==> config.mk <==
export PLATFORM = sky130hd
export DESIGN_NAME = wb_regfile
export DESIGN_NICKNAME = d
export VERILOG_FILES = /design/src/rtl/wb_regfile.sv
export SDC_FILE = /design/constraint.sdc
export NUM_CORES = 2
export LEC_CHECK = 0
export CAP_MARGIN = 20
export CORE_MARGIN = 2
export CORE_UTILIZATION = 35
export CTS_CLUSTER_DIAMETER = 150
export DETAILED_ROUTE_END_ITERATION = 16
export HOLD_SLACK_MARGIN = 0.1
export PLACE_DENSITY = 0.63
export SYNTH_ARGS = -nofsm -noshare
export SYNTH_HDL_FRONTEND = slang
export SYNTH_SLANG_ARGS = --single-unit
==> constraint.sdc <==
create_clock -name clk -period 41.5 [get_ports clk]
set_input_delay 12.45 -clock clk [delete_from_list [all_inputs] [get_ports clk]]
set_output_delay 12.45 -clock clk [all_outputs]
set_load 0.05 [all_outputs]
==> src/rtl/wb_regfile.sv <==
// Writeback stage: selects the writeback source, commits it to the 32-entry register file,
// serves two bypassed ID-stage read ports and counts committed writes.
module wb_regfile #(
   parameter int unsigned DATA_W = 32,
   parameter int unsigned ADDR_W = 5,
   parameter int unsigned CNT_W  = 32
) (
   input  logic              clk,
   input  logic              reset,
   input  logic [DATA_W-1:0] wb_alu_result,
   input  logic [DATA_W-1:0] wb_mem_data,
   input  logic [DATA_W-1:0] wb_pc,
   input  logic [ADDR_W-1:0] wb_regdst,
   input  logic [1:0]        wb_memtoreg,
   input  logic              wb_regwrite,
   input  logic [ADDR_W-1:0] rs_addr,
   input  logic [ADDR_W-1:0] rt_addr,
   output logic [DATA_W-1:0] rs_data,
   output logic [DATA_W-1:0] rt_data,
   output logic [DATA_W-1:0] wb_data,
   output logic              wb_commit,
   output logic [CNT_W-1:0]  write_count
);

   localparam int unsigned NREGS = 1 << ADDR_W;

   typedef enum logic [1:0] {
      SRC_ALU  = 2'b00,
      SRC_MEM  = 2'b01,
      SRC_PC   = 2'b10,
      SRC_RSVD = 2'b11
   } wb_src_e;

   logic [DATA_W-1:0] regs [NREGS];
   wb_src_e           wb_src;

   assign wb_src = wb_src_e'(wb_memtoreg);

   always_comb begin
      wb_data = wb_alu_result;
      case (wb_src)
         SRC_ALU:  wb_data = wb_alu_result;
         SRC_MEM:  wb_data = wb_mem_data;
         SRC_PC:   wb_data = wb_pc;
         SRC_RSVD: wb_data = wb_alu_result;
         default:  wb_data = wb_alu_result;
      endcase
   end

   assign wb_commit = wb_regwrite && (wb_regdst != '0);

   // Entry 0 is cleared by reset and never written, so it always holds zero.
   always_ff @(posedge clk or posedge reset) begin
      if (reset) begin
         for (int unsigned i = 0; i < NREGS; i++) begin
            regs[i] <= '0;
         end
      end else if (wb_commit) begin
         regs[wb_regdst] <= wb_data;
      end
   end

   always_ff @(posedge clk or posedge reset) begin
      if (reset) begin
         write_count <= '0;
      end else if (wb_commit) begin
         write_count <= write_count + CNT_W'(1);
      end
   end

   // Same-cycle writer wins over the array so ID sees the value being committed.
   always_comb begin
      rs_data = regs[rs_addr];
      if (rs_addr == '0) begin
         rs_data = '0;
      end else if (wb_commit && (rs_addr == wb_regdst)) begin
         rs_data = wb_data;
      end
   end

   always_comb begin
      rt_data = regs[rt_addr];
      if (rt_addr == '0) begin
         rt_data = '0;
      end else if (wb_commit && (rt_addr == wb_regdst)) begin
         rt_data = wb_data;
      end
   end

endmodule

==> summary.txt <==
Floorplan
  – Core area: 156000 µm²
  – Die H: 401 µm
  – Full die area: 161000 µm²
  – Row cnt: 145
  – Initial core utilization: 35.3%
  – IO Count: 245
  – Die width: 401 µm

Clocking
  – Setup Buffers After CTS: 0
  – Clock-pin transition on the worst setup and hold timing paths: 0.06 ns
  – Post-CTS sizing: 0
  – H-Tree Depth: 3
  – Max clock buf depth: 3
  – Hold_buf cts: 0
  – CTS Root Cell: clkbuf_16
  – CTS tree: yes
  – Latest clock arrival within the worst-skew pair: 0.73 ns
  – Clock sink total: 1056
  – Num CTS Buffers: 111

Finish
  – Most frequent cells in the layout: 1062 x nand2_1, 1056 x dfrtp_1, 1032 x o21ai_0
  – Net count, final: 5140
  – Layout cells sized above 1: 16.7%
  – Most common cell after layout, fill and taps aside: nand2_1
  – Synth-to-Final Area Change: 13.9%
  – Fillcell total: 14900
  – Core Util, Final: 40.2%
  – N_diodes: 0

Logic synthesis
  – Top cells by area, synth: dfrtp_1 48%, mux4_2 18%, o21ai_0 9.4%
  – Synth async-reset ratio: 100%
  – Post-synth top area cell: dfrtp_1
  – Post-Syn Nets: 5194
  – Post-Syn Instances: 5075
  – Post-synth EDFFs: 0
  – Syn Area/Cell: 10.9 µm²
  – Post-synthesis sequential area ratio: 47.9%
  – Post-synth top area share: 47.9%
  – #FFs+latches synth: 1056
  – Top FF cell, synth: dfrtp_1
  – Unique masters post-synth: 73
  – Syn Std Cell Area: 55200 µm²
  – Yosys warnings: 0

Worst setup path
  – Crit. End Element: output pin
  – Worst path most repeated cell: clkdlybuf4s50_1
  – CP max stage cell: clkdlybuf4s50_1
  – Crit-path max FO: 18
  – Worst r2r path cells: 5
  – Worst Path Buf+Inv: 3
  – CP arrival: 17.48 ns
  – Crit path launch type: input port
  – Critical path class: in2out
  – Crit path cell chain: clkdlybuf4s50_1, or3_1, o21ai_2, or3_2, buf_4, nand3_1, o221ai_1, clkdlybuf4s50_1
  – CP max stage delay: 0.94 ns
  – CP delay by family, top: buffers and inverters
  – CP required: 29.05 ns
  – Levels on crit path: 8

Routing
  – Initial DRT Pass Iterations: 7
  – Via/cell ratio: 6.10
  – Vias: 43800
  – DRT antenna net count: 0
  – Wire length per cell: 28.5 µm
  – DRT Wirelength: 204 mm
  – Post-route DRC: 0
  – DRT iter0 DRCs: 5387

Timing
  – Minimum clock period: 29.93 ns
  – Setup TNS: 0 ns
  – Maximum clock rate: 33.4 MHz
  – Worst Tran Pin Value: 1.17 ns
  – Worst rel slew slack: 21.8%
  – Final setup viols: 0
  – Period utilisation layout: 72.1%
  – Setup Skew: 0.0293 ns
  – RSZ-0062 raised after global routing: no
  – Final Slew Violations: 0
  – Worst hold slack: 0.394 ns
  – Hold Vio Cnt, Final: 0

Power and ir drop
  – Maximum VDD drop: 0.0423 mV
  – Tot Pwr: 3.03 mW
  – PwrDens: 48.2 nW/µm²
  – Leakage Power: 26.7 nW

GRT
  – Initial antenna violation count: 10
  – GRT overflow: 0
  – Gr usage total: 25.0%
  – Pin count of the biggest net entering global routing: 175
  – Global-route wire length before repair: 299 mm
  – Number of global-route vias before repair: 42200

Worst hold path
  – Hold Crit Class: reg2reg
  – Hold path depth: 0

Place
  – DP HPWL: 121 mm
  – Input/output buffers: 244
  – Placer Congestion: 0.870

Job
  – Max Cap Viol: 0

Outcome
  – Status: finished clean
[worst reg2reg max path, cell delays in order (launching register included)]
cell and delay (ns):
dfrtp_1 0.43, nand3_1 0.11, a211oi_1 0.64, and4_1 0.53, nand4_1 0.17, xnor2_1 0.15
[final timing paths]
check | to | startpoint | slack (ns)
worst min register to register | regs[992] | regs[992] | 0.39
max in group asynchronous | regs[1015] | reset | 26.23
worst min-delay path | regs[992] | regs[992] | 0.39
worst max register to register | write_count[29] | write_count[2] | 39.35
worst max-delay path | rt_data[25] | wb_regdst[3] | 11.57
min in group asynchronous | regs[495] | reset | 12.16
[area by class of cell]
cell class	count	area [µm²]	area share, %
timing repair buffer	369	3520	5.60
multi-input combinational	3439	26300	41.9
inverter	44	169	0.269
sequential	1056	26400	42.1
clock inverter	47	532	0.847
clock buffer	158	3280	5.22
tap	2058	2570	4.10
[per-layer routing]
| layer | vias to the layer above | share of wire, % | track usage, % |
|---|---|---|---|
| met5 | - | 0.036 | 0 |
| met2 | 2726 | 44 | 37.4 |
| met3 | 551 | 11 | 6.64 |
| met1 | 22100 | 39 | 34.1 |
| li1 | 18400 | - | - |
| met4 | 12 | 5.2 | 11.5 |
[state kept, by name, indices dropped and copies added, names as in the netlist]
register,count
regs,1024
write_count,32
[power by group]
part	internal (mW)	switching [mW]	total, mW	leakage (nW)
Sequential	1.20	0.135	1.34	14.0
Combinational	0.282	0.364	0.646	10.8
Clock	0.610	0.438	1.05	1.89
[through the flow]
| step | setup slack [ns] | instances | instance area (µm²) |
|---|---|---|---|
| 3_3_place_gp | 11.80 | 6959 | 58900 |
| 2_1_floorplan | 14.12 | 5075 | 55200 |
| 3_5_place_dp | 11.73 | 6962 | 58900 |
| 6_report | 11.57 | 7171 | 62800 |
| 4_1_cts | 11.71 | 7167 | 62700 |
| 5_1_grt | 11.54 | 7171 | 62800 |
[kinds of logic (layout without fill, tap and decap cells)]
family,after synthesis,in the layout,synth area share [%]
buffers and inverters,580,618,5.00
XOR/XNOR,41,41,0.651
flip-flops,1056,1056,47.9
multiplexers,570,570,21.1
AO/OA/AOI/OAI,1503,1503,15.6
adder cells (fa/ha/maj),3,3,0.0680
AND/OR/NAND/NOR,1322,1322,9.71
[synth_stat cells (all sizes together), types with 38 or more instances]
library cell  number
o21ai           1037
buf              162
clkbuf           374
mux2i             97
dfrtp           1056
mux4             464
a21oi             77
a221oi            55
nand2           1087
inv               42
nand3             38
a22oi             88
o22ai            113
nor2              89
Power figures use the tool's default switching activity.
